==> src/rtl/ex_hazard_ctrl_pkg.sv <==
// Shared definitions for the 8-register, 16-bit in-order pipeline and its
// hazard/flush controller.
package ex_hazard_ctrl_pkg;

  localparam int unsigned NUM_REGS       = 8;
  localparam int unsigned REG_IDX_W      = $clog2(NUM_REGS);
  localparam int unsigned WB_LATENCY_DEF = 3;
  localparam int unsigned RF_BYPASS_DEF  = 1;
  localparam int unsigned BR_PENALTY_DEF = 1;
  localparam int unsigned PERF_W         = 16;
  localparam int unsigned WORD_W         = 16;

  // Pipeline word field offsets (an all-zero word is the NOP bubble)
  localparam int unsigned WB_EN_BIT   = 4;
  localparam int unsigned WB_DEST_LSB = 1;

  typedef logic [REG_IDX_W-1:0] reg_idx_t;

  typedef enum logic [3:0] {
    OP_NOP = 4'h0,
    OP_ADD = 4'h1,
    OP_SUB = 4'h2,
    OP_AND = 4'h3,
    OP_OR  = 4'h4,
    OP_XOR = 4'h5,
    OP_SHL = 4'h6,
    OP_SHR = 4'h7,
    OP_LDI = 4'h8,
    OP_LD  = 4'h9,
    OP_ST  = 4'hA,
    OP_BZ  = 4'hB
  } opcode_e;

  typedef enum logic [2:0] {
    ALU_ADD  = 3'd0,
    ALU_SUB  = 3'd1,
    ALU_AND  = 3'd2,
    ALU_OR   = 3'd3,
    ALU_XOR  = 3'd4,
    ALU_SHL  = 3'd5,
    ALU_SHR  = 3'd6,
    ALU_PASS = 3'd7
  } alu_cmd_e;

  typedef enum logic {
    BRANCH_NONE = 1'b0,
    BRANCH_Z    = 1'b1
  } branch_e;

  typedef enum logic {
    ST_RUN   = 1'b0,
    ST_FLUSH = 1'b1
  } state_e;

  function automatic logic word_wb_en(input logic [WORD_W-1:0] word);
    return word[WB_EN_BIT];
  endfunction

  function automatic reg_idx_t word_wb_dest(input logic [WORD_W-1:0] word);
    return word[WB_DEST_LSB +: REG_IDX_W];
  endfunction

endpackage

==> src/rtl/ex_hazard_ctrl_if.sv <==
// ID-stage <-> sequencing-controller bundle: decoded ID fields in,
// pipeline control and perf counters out.
interface ex_hazard_ctrl_if;
  import ex_hazard_ctrl_pkg::*;

  logic              id_valid;
  reg_idx_t          id_src1;
  logic              id_src1_used;
  reg_idx_t          id_src2;
  logic              id_src2_used;
  logic              id_wb_en;
  reg_idx_t          id_dest;
  logic              id_branch_taken;

  logic              pc_stall;
  logic              if_id_stall;
  logic              if_id_flush;
  logic              id_ex_bubble;
  logic              issue;
  logic [PERF_W-1:0] stall_cycles;
  logic [PERF_W-1:0] flush_cycles;

  modport master (
    output id_valid, id_src1, id_src1_used, id_src2, id_src2_used,
           id_wb_en, id_dest, id_branch_taken,
    input  pc_stall, if_id_stall, if_id_flush, id_ex_bubble, issue,
           stall_cycles, flush_cycles
  );

  modport slave (
    input  id_valid, id_src1, id_src1_used, id_src2, id_src2_used,
           id_wb_en, id_dest, id_branch_taken,
    output pc_stall, if_id_stall, if_id_flush, id_ex_bubble, issue,
           stall_cycles, flush_cycles
  );

endinterface

==> src/rtl/ex_hazard_ctrl_scoreboard.sv <==
// Per-register count of cycles until an in-flight writeback lands; reports
// whether each of two source registers is still unsafe to read.
module ex_hazard_ctrl_scoreboard #(
  parameter int unsigned NUM_REGS   = 8,
  parameter int unsigned WB_LATENCY = 3,
  parameter int unsigned RF_BYPASS  = 1,
  localparam int unsigned IDX_W     = $clog2(NUM_REGS)
) (
  input  logic             clk,
  input  logic             rst,
  input  logic             load_en,
  input  logic [IDX_W-1:0] load_idx,
  input  logic [IDX_W-1:0] rd1_idx,
  input  logic [IDX_W-1:0] rd2_idx,
  output logic             busy1,
  output logic             busy2
);
  import ex_hazard_ctrl_pkg::*;

  localparam int unsigned CNT_W = $clog2(WB_LATENCY + 1);

  logic [CNT_W-1:0] cnt_q [NUM_REGS];

  // A fresh issue reloads the entry (WAW restart); otherwise count down to 0
  always_ff @(posedge clk or posedge rst) begin
    if (rst) begin
      for (int i = 0; i < int'(NUM_REGS); i++) begin
        cnt_q[i] <= '0;
      end
    end else begin
      for (int i = 0; i < int'(NUM_REGS); i++) begin
        if (load_en && (load_idx == IDX_W'(i))) begin
          cnt_q[i] <= CNT_W'(WB_LATENCY);
        end else if (cnt_q[i] != '0) begin
          cnt_q[i] <= cnt_q[i] - CNT_W'(1);
        end
      end
    end
  end

  // Write-before-read RF: a count at or below RF_BYPASS is already readable
  assign busy1 = (cnt_q[rd1_idx] > CNT_W'(RF_BYPASS));
  assign busy2 = (cnt_q[rd2_idx] > CNT_W'(RF_BYPASS));

endmodule

==> src/rtl/ex_hazard_ctrl.sv <==
// Pipeline sequencing controller: RAW stall/bubble, taken-branch flush FSM
// and saturating stall/flush perf counters.
module ex_hazard_ctrl #(
  parameter int unsigned WB_LATENCY = ex_hazard_ctrl_pkg::WB_LATENCY_DEF,
  parameter int unsigned RF_BYPASS  = ex_hazard_ctrl_pkg::RF_BYPASS_DEF,
  parameter int unsigned BR_PENALTY = ex_hazard_ctrl_pkg::BR_PENALTY_DEF,
  parameter int unsigned NUM_REGS   = ex_hazard_ctrl_pkg::NUM_REGS
) (
  input  logic               clk,
  input  logic               rst,
  ex_hazard_ctrl_if.slave    hif
);
  import ex_hazard_ctrl_pkg::*;

  state_e            state_q, state_d;
  logic [1:0]        fl_q, fl_d;
  logic [PERF_W-1:0] stall_cnt_q, flush_cnt_q;

  logic busy1, busy2;
  logic run_c, hazard_c, issue_c, flush_c, bubble_c;

  ex_hazard_ctrl_scoreboard #(
    .NUM_REGS   (NUM_REGS),
    .WB_LATENCY (WB_LATENCY),
    .RF_BYPASS  (RF_BYPASS)
  ) u_scoreboard (
    .clk      (clk),
    .rst      (rst),
    .load_en  (issue_c & hif.id_wb_en),
    .load_idx (hif.id_dest),
    .rd1_idx  (hif.id_src1),
    .rd2_idx  (hif.id_src2),
    .busy1    (busy1),
    .busy2    (busy2)
  );

  always_ff @(posedge clk or posedge rst) begin
    if (rst) begin
      state_q <= ST_RUN;
      fl_q    <= 2'd0;
    end else begin
      state_q <= state_d;
      fl_q    <= fl_d;
    end
  end

  // Hazard detection, issue decision and flush FSM next-state
  always_comb begin
    state_d  = state_q;
    fl_d     = fl_q;
    run_c    = (state_q == ST_RUN);
    hazard_c = run_c & hif.id_valid &
               ((hif.id_src1_used & busy1) | (hif.id_src2_used & busy2));
    issue_c  = run_c & hif.id_valid & ~hazard_c;
    flush_c  = ~run_c | (issue_c & hif.id_branch_taken);
    bubble_c = hazard_c | ~run_c | (run_c & ~hif.id_valid);

    unique case (state_q)
      ST_RUN: begin
        // With a one-cycle penalty the issue-cycle flush is all that is needed
        if (issue_c && hif.id_branch_taken && (BR_PENALTY > 1)) begin
          state_d = ST_FLUSH;
          fl_d    = 2'(BR_PENALTY - 1);
        end
      end
      ST_FLUSH: begin
        fl_d = fl_q - 2'd1;
        if (fl_q == 2'd1) begin
          state_d = ST_RUN;
        end
      end
    endcase
  end

  always_ff @(posedge clk or posedge rst) begin
    if (rst) begin
      stall_cnt_q <= '0;
      flush_cnt_q <= '0;
    end else begin
      if (hazard_c && (stall_cnt_q != '1)) begin
        stall_cnt_q <= stall_cnt_q + PERF_W'(1);
      end
      if (flush_c && (flush_cnt_q != '1)) begin
        flush_cnt_q <= flush_cnt_q + PERF_W'(1);
      end
    end
  end

  // Control outputs are held quiet while reset is asserted
  assign hif.pc_stall     = hazard_c & ~rst;
  assign hif.if_id_stall  = hazard_c & ~rst;
  assign hif.if_id_flush  = flush_c  & ~rst;
  assign hif.id_ex_bubble = bubble_c & ~rst;
  assign hif.issue        = issue_c  & ~rst;
  assign hif.stall_cycles = stall_cnt_q;
  assign hif.flush_cycles = flush_cnt_q;

endmodule

==> src/flat_wrapper.sv <==
// flat-port wrapper written by rule: the top's interface ports become plain ports
module ex_hazard_ctrl_flat import ex_hazard_ctrl_pkg::*;
#(
  parameter int unsigned WB_LATENCY = ex_hazard_ctrl_pkg::WB_LATENCY_DEF,
  parameter int unsigned RF_BYPASS  = ex_hazard_ctrl_pkg::RF_BYPASS_DEF,
  parameter int unsigned BR_PENALTY = ex_hazard_ctrl_pkg::BR_PENALTY_DEF,
  parameter int unsigned NUM_REGS   = ex_hazard_ctrl_pkg::NUM_REGS
)
  (clk, rst, hif_id_valid, hif_id_src1, hif_id_src1_used, hif_id_src2, hif_id_src2_used, hif_id_wb_en, hif_id_dest, hif_id_branch_taken, hif_pc_stall, hif_if_id_stall, hif_if_id_flush, hif_id_ex_bubble, hif_issue, hif_stall_cycles, hif_flush_cycles);
  ex_hazard_ctrl_if hif_i ();
  input  logic clk;
  input  logic rst;
  input wire logic [$bits(hif_i.id_valid)-1:0] hif_id_valid;
  input wire logic [$bits(hif_i.id_src1)-1:0] hif_id_src1;
  input wire logic [$bits(hif_i.id_src1_used)-1:0] hif_id_src1_used;
  input wire logic [$bits(hif_i.id_src2)-1:0] hif_id_src2;
  input wire logic [$bits(hif_i.id_src2_used)-1:0] hif_id_src2_used;
  input wire logic [$bits(hif_i.id_wb_en)-1:0] hif_id_wb_en;
  input wire logic [$bits(hif_i.id_dest)-1:0] hif_id_dest;
  input wire logic [$bits(hif_i.id_branch_taken)-1:0] hif_id_branch_taken;
  output wire logic [$bits(hif_i.pc_stall)-1:0] hif_pc_stall;
  output wire logic [$bits(hif_i.if_id_stall)-1:0] hif_if_id_stall;
  output wire logic [$bits(hif_i.if_id_flush)-1:0] hif_if_id_flush;
  output wire logic [$bits(hif_i.id_ex_bubble)-1:0] hif_id_ex_bubble;
  output wire logic [$bits(hif_i.issue)-1:0] hif_issue;
  output wire logic [$bits(hif_i.stall_cycles)-1:0] hif_stall_cycles;
  output wire logic [$bits(hif_i.flush_cycles)-1:0] hif_flush_cycles;
  assign hif_i.id_valid = hif_id_valid;
  assign hif_i.id_src1 = hif_id_src1;
  assign hif_i.id_src1_used = hif_id_src1_used;
  assign hif_i.id_src2 = hif_id_src2;
  assign hif_i.id_src2_used = hif_id_src2_used;
  assign hif_i.id_wb_en = hif_id_wb_en;
  assign hif_i.id_dest = hif_id_dest;
  assign hif_i.id_branch_taken = hif_id_branch_taken;
  assign hif_pc_stall = hif_i.pc_stall;
  assign hif_if_id_stall = hif_i.if_id_stall;
  assign hif_if_id_flush = hif_i.if_id_flush;
  assign hif_id_ex_bubble = hif_i.id_ex_bubble;
  assign hif_issue = hif_i.issue;
  assign hif_stall_cycles = hif_i.stall_cycles;
  assign hif_flush_cycles = hif_i.flush_cycles;
  ex_hazard_ctrl #(.WB_LATENCY(WB_LATENCY), .RF_BYPASS(RF_BYPASS), .BR_PENALTY(BR_PENALTY), .NUM_REGS(NUM_REGS)) u_core (.clk(clk), .rst(rst), .hif(hif_i));
endmodule
==> config.mk <==
export PLATFORM = sky130hd
export DESIGN_NAME = ex_hazard_ctrl_flat
export DESIGN_NICKNAME = d
export VERILOG_FILES = /design/src/rtl/ex_hazard_ctrl_pkg.sv /design/src/rtl/ex_hazard_ctrl_if.sv /design/src/rtl/ex_hazard_ctrl_scoreboard.sv /design/src/rtl/ex_hazard_ctrl.sv /design/src/flat_wrapper.sv
export SDC_FILE = /design/constraint.sdc
export NUM_CORES = 1
export LEC_CHECK = 0
export CAP_MARGIN = 20
export CORE_AREA = 5 5 84 86
export CTS_CLUSTER_DIAMETER = 80
export DETAILED_ROUTE_END_ITERATION = 12
export DIE_AREA = 0 0 89 91
export GPL_TIMING_DRIVEN = 0
export PLACE_DENSITY = 0.77
export SYNTH_ARGS = -nofsm -noshare
export SYNTH_HDL_FRONTEND = slang
export SYNTH_SLANG_ARGS = --single-unit
==> constraint.sdc <==
create_clock -name clk -period 1.8 [get_ports clk]
set_input_delay 0.18 -clock clk [delete_from_list [all_inputs] [get_ports clk]]
set_output_delay 0.18 -clock clk [all_outputs]
set_load 0.01 [all_outputs]
# Word level (Yosys, flattened, before mapping)
# Index checks and enable logic that the tools add are counted.
# word_totals
reg_bits,51
wordCells,110
out_inout_bits,37
input_bits,16
# classes
bitwise_logic,22
n_eq_ne,10
n_addsub,11
n_lt_le_gt_ge,4
reduce_logical,27
mux,24
# ops
op,count
2-bit 2-to-1 mux,20
16-bit by 1-bit adder with 16-bit output (second input constant),2
16-bit != test (second input constant),2
2-bit nonzero test,16
2-bit by 1-bit subtractor with 2-bit output (second input constant),9
1-bit bitwise AND,12
2-bit binary-select mux with 3-bit select,2
3-bit equality test (second input constant),4
1-bit logical AND,10
4-bit greater-or-equal comparator (second input constant),2
3-bit NOT with 4-bit output,2
3-bit by 2-bit equality test with 1-bit output (second input constant),2
2-bit by 1-bit > comparator with 1-bit output (second input constant),2
1-bit NOT,4
1-bit bitwise OR,4
3-bit by 1-bit equality test with 1-bit output (second input constant),1
3-bit logical NOT,1
2-bit by 1-bit equality test with 1-bit output (second input constant),1
1-bit 2-to-1 mux,2

# Logic depth before layout (Yosys ltp)
# Gate-level depths: netlist of the first run.
# depth
ltp_word,13
depth_mapped,9
mapped_depth_nobuf,7

# By module
# Synthesis of the first run repeated with hierarchy kept, for this count alone.
# unflattened
cells_unflattened,257
hier_area_um2,2738.9
# by_module_without_submodules
module,cells_per_inst,seq_area_each_um2,area_each_um2,instances
ex_hazard_ctrl,162,875.8,1730.4,1
ex_hazard_ctrl_scoreboard,95,400.4,1008.5,1

# Worst setup path before layout of the first run
# Ideal clock, no wire load.
# synth_path
kind,flip-flop to flip-flop
from,"register u_core.stall_cnt_q[6], in the netlist u_core.hif.stall_cycles[6]"
to,"register u_core.stall_cnt_q[8], in the netlist u_core.hif.stall_cycles[8]"
setup_ns,0.128
path_slack_ns,-0.177
required_time_ns,1.672
period_less_slack_ns,1.977
n_path_buf,2
stages_incl_launch_ff,10
arrival_ns,1.850
path_cell_list,dfrtp_1 and3_1 and4_1 and3_1 nand3_1 and3_1 buf_2 buf_2 nand4_1 xnor2_1
# synth_between
elab_chain_cells,2
elab_cells_between_ends,3
classes_between,add/sub: 1; eq/ne: 1; reduce/logical: 1
# synth_rtl
element,line_no,text
from (decl),ex_hazard_ctrl.sv:17,"logic [PERF_W-1:0] stall_cnt_q, flush_cnt_q;"
from (signal assigned),ex_hazard_ctrl.sv:81,stall_cnt_q <= stall_cnt_q + PERF_W'(1);
"parallel branches: the longest is 2 deep, another holds 16-bit by 1-bit adder with 16-bit output",n/a,
# Several ways; the timed one is not identified.
# A chain may end at the register's enable or synchronous reset.

# Worst setup path after layout of the first run
# layout_path
from,register u_core.u_scoreboard.cnt_q[7] (netlist name)
to,output hif_id_ex_bubble
# layout_between
elab_chain_cells,10
elab_cells_between_ends,15
classes_between,order compare: 2; mux: 6; bitwise: 7
# layout_rtl
element,line_no,text
from (decl),ex_hazard_ctrl_scoreboard.sv:22,logic [CNT_W-1:0] cnt_q [NUM_REGS];
"from (signal, indexed assignment)",ex_hazard_ctrl_scoreboard.sv:33,cnt_q[i] <= CNT_W'(WB_LATENCY);
"from (signal, indexed assignment)",ex_hazard_ctrl_scoreboard.sv:35,cnt_q[i] <= cnt_q[i] - CNT_W'(1);
"2-bit binary-select mux with 3-bit select, on equally long branches","ex_hazard_ctrl_scoreboard.sv:42, ex_hazard_ctrl_scoreboard.sv:43",
"2-bit 2-to-1 mux, on equally long branches (2 in a row)","ex_hazard_ctrl_scoreboard.sv:42, ex_hazard_ctrl_scoreboard.sv:43",
"2-bit by 1-bit > comparator with 1-bit output, on equally long branches","ex_hazard_ctrl_scoreboard.sv:42, ex_hazard_ctrl_scoreboard.sv:43",
1-bit bitwise AND,ex_hazard_ctrl.sv:53,((hif.id_src1_used & busy1) | (hif.id_src2_used & busy2));
1-bit bitwise OR *,ex_hazard_ctrl.sv:53,
1-bit bitwise AND *,ex_hazard_ctrl.sv:52,hazard_c = run_c & hif.id_valid &
1-bit bitwise OR * (2 in a row),ex_hazard_ctrl.sv:56,bubble_c = hazard_c | ~run_c | (run_c & ~hif.id_valid);
1-bit bitwise AND *,ex_hazard_ctrl.sv:93,assign hif.id_ex_bubble = bubble_c & ~rst;
to (decl),flat_wrapper.sv:24,output wire logic [$bits(hif_i.id_ex_bubble)-1:0] hif_id_ex_bubble;
# Mark *: on every way between the ends. The rest lies on a longest branch, timed or not. The select of a mux whose other input is x is not followed.

==> results of run 1 <==
## metrics by stage
step	setup slack, ns	hold WS (ns)
5_1_grt	-0.5470	0.4514
3_3_place_gp	-1.257	0.4595
3_5_place_dp	-0.8832	0.4720
6_report	-0.4209	0.3951
2_1_floorplan	-0.03960	0.2339
4_1_cts	-0.4160	0.4087
## power by group through the flow
| stage | Sequential [uW] | Clock (uW) | Combinational (uW) |
|---|---|---|---|
| 2_1_floorplan | 1770 | 0 | 1140 |
| 3_3_place_gp | 1750 | 0 | 1640 |
| 3_5_place_dp | 1770 | 0 | 1720 |
| 4_1_cts | 1750 | 729 | 2010 |
| 5_1_grt | 1790 | 793 | 2260 |
| 6_report | 1740 | 712 | 2020 |
## area by class of cell
class                           count  area, um^2  share of cell area
Buffer                              7       68.82             0.01785
Clock buffer                        8       100.1             0.02596
Inverter                           19       75.07             0.01947
Multi-Input combinational cell    180        1539              0.3991
Sequential cell                    51        1277              0.3313
Tap cell                           77       96.34             0.02498
Timing Repair Buffer               69       694.4              0.1801
Timing Repair inverter              1       5.005            0.001298
## per-layer routing
| metal | track usage | routed length (um) |
|---|---|---|
| met3 | 0.03891 | 298 |
| met1 | 0.1982 | 2695 |
| met5 | 0 | 0 |
| met2 | 0.2717 | 3081 |
| met4 | 0.03226 | 27 |
## logic make-up (layout without fill, tap and decap cells)
logic type | after synthesis | count (layout) | share of synthesized area
and+or+nand+nor | 106 | 106 | 0.2270
DFF | 51 | 51 | 0.4668
xor gates and xnor gates | 37 | 37 | 0.1185
buffers and inverters | 26 | 104 | 0.04073
muxes | 18 | 18 | 0.07048
adders and majority gates | 11 | 11 | 0.05034
AOI/OAI and AO/OA | 8 | 8 | 0.02609
## flip-flops by register name, indices dropped and copies added (netlist names)
name                       cells
u_core.fl_q                    2
u_core.hif.flush_cycles       16
u_core.hif.stall_cycles       16
u_core.state_q                 1
u_core.u_scoreboard.cnt_q     16
## path summary, 6_finish.rpt
| path | start | to | cells past startpoint |
|---|---|---|---|
| min in group clk | u_core.fl_q[0] | u_core.fl_q[0] | 1 |
| max in group asynchronous | rst | u_core.state_q | 3 |
| worst max register to register | u_core.u_scoreboard.cnt_q[7] | u_core.u_scoreboard.cnt_q[10] | 9 |
| worst min register to register | u_core.fl_q[0] | u_core.fl_q[0] | 1 |
| worst min-delay path | rst | u_core.u_scoreboard.cnt_q[14] | 2 |
| worst max-delay path | u_core.u_scoreboard.cnt_q[7] | hif_id_ex_bubble | 8 |
## Yosys cell counts, drive strengths merged
cell type | number | area, um^2
nor4 | 1 | 6.260
mux2 | 10 | 112.6
ha | 11 | 137.6
a41oi | 1 | 16.27
nor3b | 2 | 15.01
inv | 19 | 71.32
o22a | 1 | 8.760
and3 | 9 | 56.30
or2 | 1 | 6.260
nor2b | 2 | 12.51
nand4 | 12 | 75.07
o22ai | 2 | 12.51
or3 | 6 | 37.54
dfrtp | 51 | 1276
and4 | 2 | 17.52
xor2 | 22 | 192.7
or4 | 2 | 15.01
nor2 | 12 | 45.04
nor3 | 5 | 51.30
o21ai | 2 | 10.01
o41ai | 1 | 16.27
and4bb | 1 | 12.51
o21a | 1 | 7.510
nand2 | 29 | 108.9
mux2i | 8 | 80.08
clkbuf | 3 | 11.26
nor4b | 1 | 23.77
xnor2 | 15 | 131.4
buf | 4 | 28.78
nand3 | 10 | 50.05
and2b | 1 | 7.510
nand2b | 7 | 58.81
and2 | 2 | 12.51
nand4b | 1 | 8.760
## repair_timing
| action | CTS | global route |
|---|---|---|
| setup buffers | 12 | 3 |
| gates resized for setup | 72 | 1 |
| cloned | 2 | 0 |
| pin swaps | 42 | 6 |
| setup endpoints to repair | 53 | 53 |
==> summary.txt, run 1 <==
Outcome
  – Outcome: finished with violations
  – Failing checks: setup timing

Timing
  – Final-report hold violation count: 0
  – Actual slew at the worst max-slew pin: 0.6899 ns
  – Final setup violation count: 53
  – Slew Limit Fails: 0
  – Crit path time final: 2.221 ns
  – Tcrit/Tclk final: 1.234
  – Final worst slack: -0.4209 ns
  – Max frequency: 0.4503 GHz
  – Setup TNS: -15.82 ns
  – Slew HR: 0.5376
  – RSZ-0062 raised after global routing: yes
  – Max Clock Skew: 0.007490 ns

Floorplan
  – Die X-Extent: 89 um
  – Die H: 91 um
  – Initial Util: 0.4406
  – I/O pins: 53
  – Row count: 29
  – Core Box Area: 6205 um^2
  – Die area: 8099 um^2

Flow run
  – MaxCap Viol Count: 0

Placement
  – Placed insts: 387
  – Final GP Congestion: 0.8072
  – Hpwl dp: 4062 um
  – IO buf count: 52
  – Placed Area: 3432 um^2

Critical path
  – CP startpoint kind: flop
  – Crit path max-delay cell type: dfrtp_1
  – Crit-path max FO: 3
  – Arr. time, crit path: 2.04 ns
  – Most frequent CP cell: buf_6
  – Cell breakdown of the critical path: mux2i_1 -> nor3_1 -> o41ai_2 -> nand2_1 -> buf_6 -> nand2b_4 -> and2_4 -> buf_6
  – Critical path class: flop to output port
  – Slowest stage delay, CP: 0.41 ns
  – WP data required: 1.62 ns
  – Top Family by Delay on Critical Path: simple AND/OR/NAND/NOR gates
  – Bufs and invs on worst path: 2
  – Critical Path End Type: output port
  – R2r setup slk: -0.37 ns

Cells and area
  – Final Util: 0.6215
  – Layout area overhead: 41.05%
  – Most frequent cells in the layout: dfrtp_1, clkdlybuf4s50_1, xor2_1, nand2_1, inv_1
  – Post-route cell area: 3856 um^2
  – Layout cells sized above 1: 0.2746
  – Number of diodes: 0
  – Most common cell after layout, fill and taps aside: dfrtp_1
  – Finished Layout Cells: 412
  – Fill count: 507
  – Layout Nets: 361

Clocking
  – Clock tree buffer depth: 2
  – Latest clock arrival within the worst-skew pair: 0.30 ns
  – CTS tree: built
  – CTS clock-pin slew for the worst setup and hold paths: 0.09 ns
  – Root Driver: clkbuf_8
  – Hold Buf Count CTS: 0
  – Num CTS Buffers: 5
  – Clk sink count: 51
  – CTS H-tree depth: 2

Detailed routing
  – Average via count per standard cell: 5.080
  – Vias: 2093
  – Final WL: 6103 um
  – Routed length per instance: 14.81 um
  – Residual DRC count: 0
  – Post-route ant nets: 0
  – Initial drt markers: 52
  – 1st-pass router iterations: 4

Pwr
  – Psw: 1555 uW
  – Max VDD drop: 0.0007816 V
  – Sw Share: 0.3475
  – Seq pwr share: 0.389
  – Internal: 2920 uW
  – Static leakage: 0.001850 uW
  – Logic pwr share: 0.452
  – Tot Pwr: 4475 uW
  – Power per cell area: 1161 nW/um^2
  – Clk pwr share: 0.159

Synth
  – Part of the Yosys area used for sequential elements: 0.4668
  – YS warnings: 0
  – Mapped cell area: 2734 um^2
  – Unique cell type count in the Yosys netlist: 39
  – Syn_area_per_cell: 10.64 um^2
  – Cells after Synth: 257
  – FF+latch count, synth: 51
  – Syn_nets: 284

Global route
  – Global-route wire length before repair: 10220 um
  – Total Routing Usage GR: 0.1573
  – Initial antenna violation count: 0
  – Vias in the first global route: 2241
  – Largest net degree at the start of global routing: 26
  – Grt ovf: 0

Hold path
  – HP Class: input pin to async pin
Power figures use the tool's default switching activity.
==> run 2, diff against run 1 <==
SETUP_SLACK_MARGIN = 0.02   (was not set)
SKIP_LAST_GASP = 1   (was not set)
SLEW_MARGIN = 20   (was not set)
==> summary.txt, run 2 (same netlist as run 1, synthesis figures left out) <==
Outcome
  – Failing checks: setup timing
  – Outcome: finished with violations

Clocking
  – CTS tree: built
  – Num CTS Buffers: 5
  – CTS clock-pin slew for the worst setup and hold paths: 0.10 ns
  – Clk sink count: 51
  – Hold Buf Count CTS: 0
  – Root Driver: clkbuf_8
  – Latest clock arrival within the worst-skew pair: 0.31 ns
  – CTS H-tree depth: 2
  – Clock tree buffer depth: 2

Global route
  – Global-route wire length before repair: 9853 um
  – Grt ovf: 0
  – Total Routing Usage GR: 0.1524
  – Initial antenna violation count: 0
  – Vias in the first global route: 2138
  – Largest net degree at the start of global routing: 29

Floorplan
  – Die X-Extent: 89 um
  – Initial Util: 0.4406
  – Die area: 8099 um^2
  – Row count: 29
  – I/O pins: 53
  – Die H: 91 um
  – Core Box Area: 6205 um^2

Detailed routing
  – Initial drt markers: 72
  – Final WL: 6151 um
  – Routed length per instance: 14.97 um
  – Post-route ant nets: 0
  – Residual DRC count: 0
  – Average via count per standard cell: 5.148
  – Vias: 2116
  – 1st-pass router iterations: 4

Cells and area
  – Layout cells sized above 1: 0.2934
  – Layout Nets: 360
  – Post-route cell area: 3861 um^2
  – Most common cell after layout, fill and taps aside: dfrtp_1
  – Layout area overhead: 41.24%
  – Most frequent cells in the layout: dfrtp_1, clkdlybuf4s50_1, xor2_1, inv_1, nand2_1
  – Final Util: 0.6223
  – Number of diodes: 0
  – Finished Layout Cells: 411

Timing
  – Max Clock Skew: 0.009875 ns
  – Final worst slack: -0.3982 ns
  – Crit path time final: 2.198 ns
  – Hold Worst Slack: 0.4320 ns
  – Slew Limit Fails: 0
  – Slew HR: 0.5955
  – RSZ-0062 raised after global routing: yes
  – Final setup violation count: 53
  – Final-report hold violation count: 0
  – Max frequency: 0.4549 GHz
  – Actual slew at the worst max-slew pin: 0.6035 ns
  – Tcrit/Tclk final: 1.221

Critical path
  – Most frequent CP cell: buf_4
  – Crit path max-delay cell type: dfrtp_1
  – Critical path endpoint: hif_id_ex_bubble
  – Critical Path End Type: output port
  – CP startpoint kind: flop
  – Crit-path max FO: 3
  – Cell breakdown of the critical path: buf_4 -> buf_4 -> mux2i_1 -> o22ai_1 -> o21ai_2 -> nand2_1 -> nand2b_4 -> and2_4 -> buf_6
  – Top Family by Delay on Critical Path: simple AND/OR/NAND/NOR gates
  – Worst setup startpoint: u_core.u_scoreboard.cnt_q[7]
  – Critical path class: flop to output port
  – Worst flop-to-flop path startpoint: u_core.u_scoreboard.cnt_q[7]
  – Bufs and invs on worst path: 3
  – Worst-case reg-to-reg path depth: 10
  – WP data required: 1.62 ns
  – Critical path depth: 9
  – Slowest stage delay, CP: 0.40 ns
  – R2r setup slk: -0.37 ns
  – Arr. time, crit path: 2.02 ns
  – Reg2reg end: u_core.hif.flush_cycles[9]

Placement
  – Placed Area: 3432 um^2
  – Final GP Congestion: 0.8111
  – IO buf count: 52
  – Placed insts: 387
  – Hpwl dp: 4184 um
  – Pre-CTS setup slack: -0.8765 ns

Hold path
  – HP Class: input pin to async pin

Pwr
  – Power per cell area: 1163 nW/um^2
  – Static leakage: 0.001855 uW
  – Max VDD drop: 0.0006878 V

Flow run
  – MaxCap Viol Count: 0
[run 2: changes by cell type in the layout (fill, tap and decap cells not counted), moves of 2 or more]
| cell | change |
|---|---|
| clkinv_2 | +3 |
| buf_4 | +2 |
| clkbuf_8 | -2 |
| nor2_4 | -2 |
| nand2_1 | -3 |
| nor3_2 | +2 |
| buf_6 | -3 |
| nand2_2 | +2 |
| clkbuf_1 | -2 |
| clkbuf_16 | +2 |
[run 2: report_power, final]
group	switching (uW)	total [uW]	leakage, uW	internal (uW)
Combinational	962	2100	0.00115	1140
Clock	384	652	0.0000477	267
Sequential	268	1740	0.000652	1470
Total	1620	4490	0.00185	2870
[run 2: final cells by class]
class | instances | area, um^2
fill | 510 | 2344
tap | 77 | 96.34
multi-input combinational | 180 | 1562
timing repair inverter | 1 | 5.005
clock inverter | 3 | 15.01
buffer | 5 | 53.80
inverter | 19 | 75.07
timing repair buffer | 70 | 708.2
clock buffer | 5 | 68.82
sequential | 51 | 1277
[run 2: how the worst min path moves through the flow]
stage	from	endpoint	slack (ns)	depth (start not counted)
floorplan	rst	u_core.fl_q[0]	0.23	1
global placement	u_core.fl_q[0]	u_core.fl_q[0]	0.46	1
detailed placement	u_core.fl_q[0]	u_core.fl_q[0]	0.47	1
CTS	rst	u_core.u_scoreboard.cnt_q[11]	0.43	3
global route	rst	u_core.u_scoreboard.cnt_q[11]	0.46	3
finish	rst	u_core.u_scoreboard.cnt_q[11]	0.43	3
[run 2: through the flow]
stage | TNS, ns | total power, uW
6_report | -14.33 | 4490
2_1_floorplan | -0.4640 | 2906
3_5_place_dp | -31.48 | 3487
5_1_grt | -18.97 | 4821
3_3_place_gp | -31.73 | 3382
4_1_cts | -10.39 | 4249
[run 2: routing by layer]
| metal | global-route usage | share of wire | vias to the layer above |
|---|---|---|---|
| met3 | 0.03710 | 0.045 | 12 |
| met4 | 0.04963 | 0.020 | 0 |
| li1 | - | - | 1027 |
| met2 | 0.2345 | 0.48 | 46 |
| met5 | 0 | 0 | - |
| met1 | 0.2109 | 0.46 | 1031 |
[run 2: timing repair]
item,in CTS,in global routing
pin swaps,10,37
buffers inserted,10,5
gates resized for setup,37,38
endpoints found under the setup margin,53,53
gates cloned,1,2
[run 2: tightest hold or removal path: stages]
cell,delay [ns]
clkdlybuf4s50_1,0.55
clkinvlp_4,0.17
buf_12,0.19
==> run 3, diff against run 2 <==
ABC_AREA = 0   (was not set)
CAP_MARGIN = 5   (was 20)
PLACE_DENSITY = 0.74   (was 0.77)
clock period = 2.66 ns   (was 1.8 ns; I/O delays follow)
==> summary.txt, run 3 (same netlist as run 1, synthesis figures left out) <==
Cells and area
  – Finished Layout Cells: 397
  – Layout Nets: 347
  – Layout cells sized above 1: 0.1156
  – Final Util: 0.5638
  – Layout area overhead: 27.96%
  – Most frequent cells in the layout: dfrtp_1, clkdlybuf4s50_1, nand2_1, xor2_1, inv_1
  – Number of diodes: 0
  – Most common cell after layout, fill and taps aside: dfrtp_1

Detailed routing
  – 1st-pass router iterations: 4
  – Post-route ant nets: 0
  – Vias: 2015
  – Initial drt markers: 42
  – Residual DRC count: 0
  – Average via count per standard cell: 5.076
  – Routed length per instance: 13.95 um
  – Final WL: 5540 um

Timing
  – Tcrit/Tclk final: 0.9729
  – Max frequency: 0.3864 GHz
  – Slew HR: 0.6096
  – Final setup violation count: 0
  – Actual slew at the worst max-slew pin: 0.5848 ns
  – RSZ-0062 raised after global routing: yes
  – Hold Worst Slack: 0.4514 ns
  – Slew Limit Fails: 0
  – Max Clock Skew: 0.009081 ns
  – Final-report hold violation count: 0
  – Crit path time final: 2.588 ns

Floorplan
  – Row count: 29
  – Die area: 8099 um^2
  – Die X-Extent: 89 um
  – Core Box Area: 6205 um^2
  – Initial Util: 0.4406
  – Die H: 91 um
  – I/O pins: 53

Critical path
  – Crit-path max FO: 3
  – Worst flop-to-flop path startpoint: u_core.u_scoreboard.cnt_q[9]
  – Worst-case reg-to-reg path depth: 9
  – Arr. time, crit path: 2.32 ns
  – R2r setup slk: 0.36 ns
  – WP data required: 2.39 ns
  – Critical Path End Type: output port
  – Reg2reg end: u_core.u_scoreboard.cnt_q[15]
  – Critical path class: flop to output port
  – CP startpoint kind: flop

Global route
  – Largest net degree at the start of global routing: 29
  – Total Routing Usage GR: 0.1462
  – Initial antenna violation count: 0
  – Grt ovf: 0
  – Vias in the first global route: 2126
  – Global-route wire length before repair: 9466 um

Clocking
  – Hold Buf Count CTS: 0
  – Latest clock arrival within the worst-skew pair: 0.29 ns
  – CTS tree: built
  – Clock tree buffer depth: 2
  – Clk sink count: 51
  – Root Driver: clkbuf_8
  – CTS clock-pin slew for the worst setup and hold paths: 0.09 ns
  – Num CTS Buffers: 5
  – CTS H-tree depth: 2

Placement
  – Hpwl dp: 4230 um
  – Placed insts: 387
  – Final GP Congestion: 0.8072
  – IO buf count: 52

Flow run
  – MaxCap Viol Count: 0

Outcome
  – Outcome: complete, no violations

Pwr
  – Tot Pwr: 2844 uW
  – Power per cell area: 812.9 nW/um^2
  – Max VDD drop: 0.0005157 V
  – Static leakage: 0.001700 uW

Hold path
  – HP Class: input pin to async pin
## run 3: changes by cell type in the layout (fill, tap and decap cells not counted), sizes merged
| cell | delta |
|---|---|
| clkdlybuf4s50 | +3 |
| clkinv | -3 |
| clkinvlp | -2 |
| dlymetal6s2s | +1 |
| clkdlybuf4s15 | +1 |
| bufinv | +1 |
| inv | +1 |
| buf | -16 |
## run 3: cell type report
type,count,area [um^2]
well taps,77,96.34
flip-flops and latches,51,1276
repair buffers,56,561.8
clock buffers,6,72.57
fillers,529,2706
multi-input cells,180,1350
inverters,19,71.32
plain buffers,7,40.04
clock inverters,1,30.03
## run 3: critical path: stages (launching register included)
cell and delay [ns]:
dfrtp_1 0.41, mux2i_1 0.17, nor3b_1 0.08, o41ai_2 0.43, nand2_1 0.14, and3_1 0.21, buf_4 0.13, clkdlybuf4s50_1 0.46
## run 3: power breakdown
group	internal (uW)	leakage (uW)	switching, uW	total (uW)
registers	994	0.000654	188	1180
clock network	276	0.0000513	235	511
logic	619	0.000995	533	1150
## run 3: per-stage QoR
step	worst slack, ns	TNS [ns]	area (um^2)
floorplan	0.5166	0	2734
global placement	-0.9600	-2.920	3351
detailed placement	-0.3222	-1.572	3371
CTS	0.02098	0	3483
global route	-0.07350	-0.07350	3498
finish	0.07207	0	3498
## run 3: how the worst max path moves through the flow
stage                                  from  depth (start not counted)         endpoint  slack (ns)
2_1_floorplan                           rst                          3     hif_pc_stall        0.52
3_3_place_gp                            rst                          5     hif_pc_stall       -0.96
3_5_place_dp                 hif_id_src2[0]                          7  hif_if_id_flush       -0.32
4_1_cts        u_core.u_scoreboard.cnt_q[9]                          7     hif_pc_stall        0.02
5_1_grt        u_core.u_scoreboard.cnt_q[9]                          7     hif_pc_stall       -0.07
6_report       u_core.u_scoreboard.cnt_q[9]                          7     hif_pc_stall        0.07
## run 3: repair_timing
item / CTS / global route
gates resized for setup: 5 / 3
setup endpoints to repair: 5 / 4
pin swaps: 3 / 2
buffers inserted: 2 / 1
## run 3: layer usage
metal | global-route usage | wire, um | vias to the layer above
met3 | 0.03620 | 257 | 4
met2 | 0.2382 | 2790 | 36
met1 | 0.1923 | 2431 | 977
met4 | 0.04218 | 61 | 0
li1 | - | - | 998
met5 | 0 | 0 | -
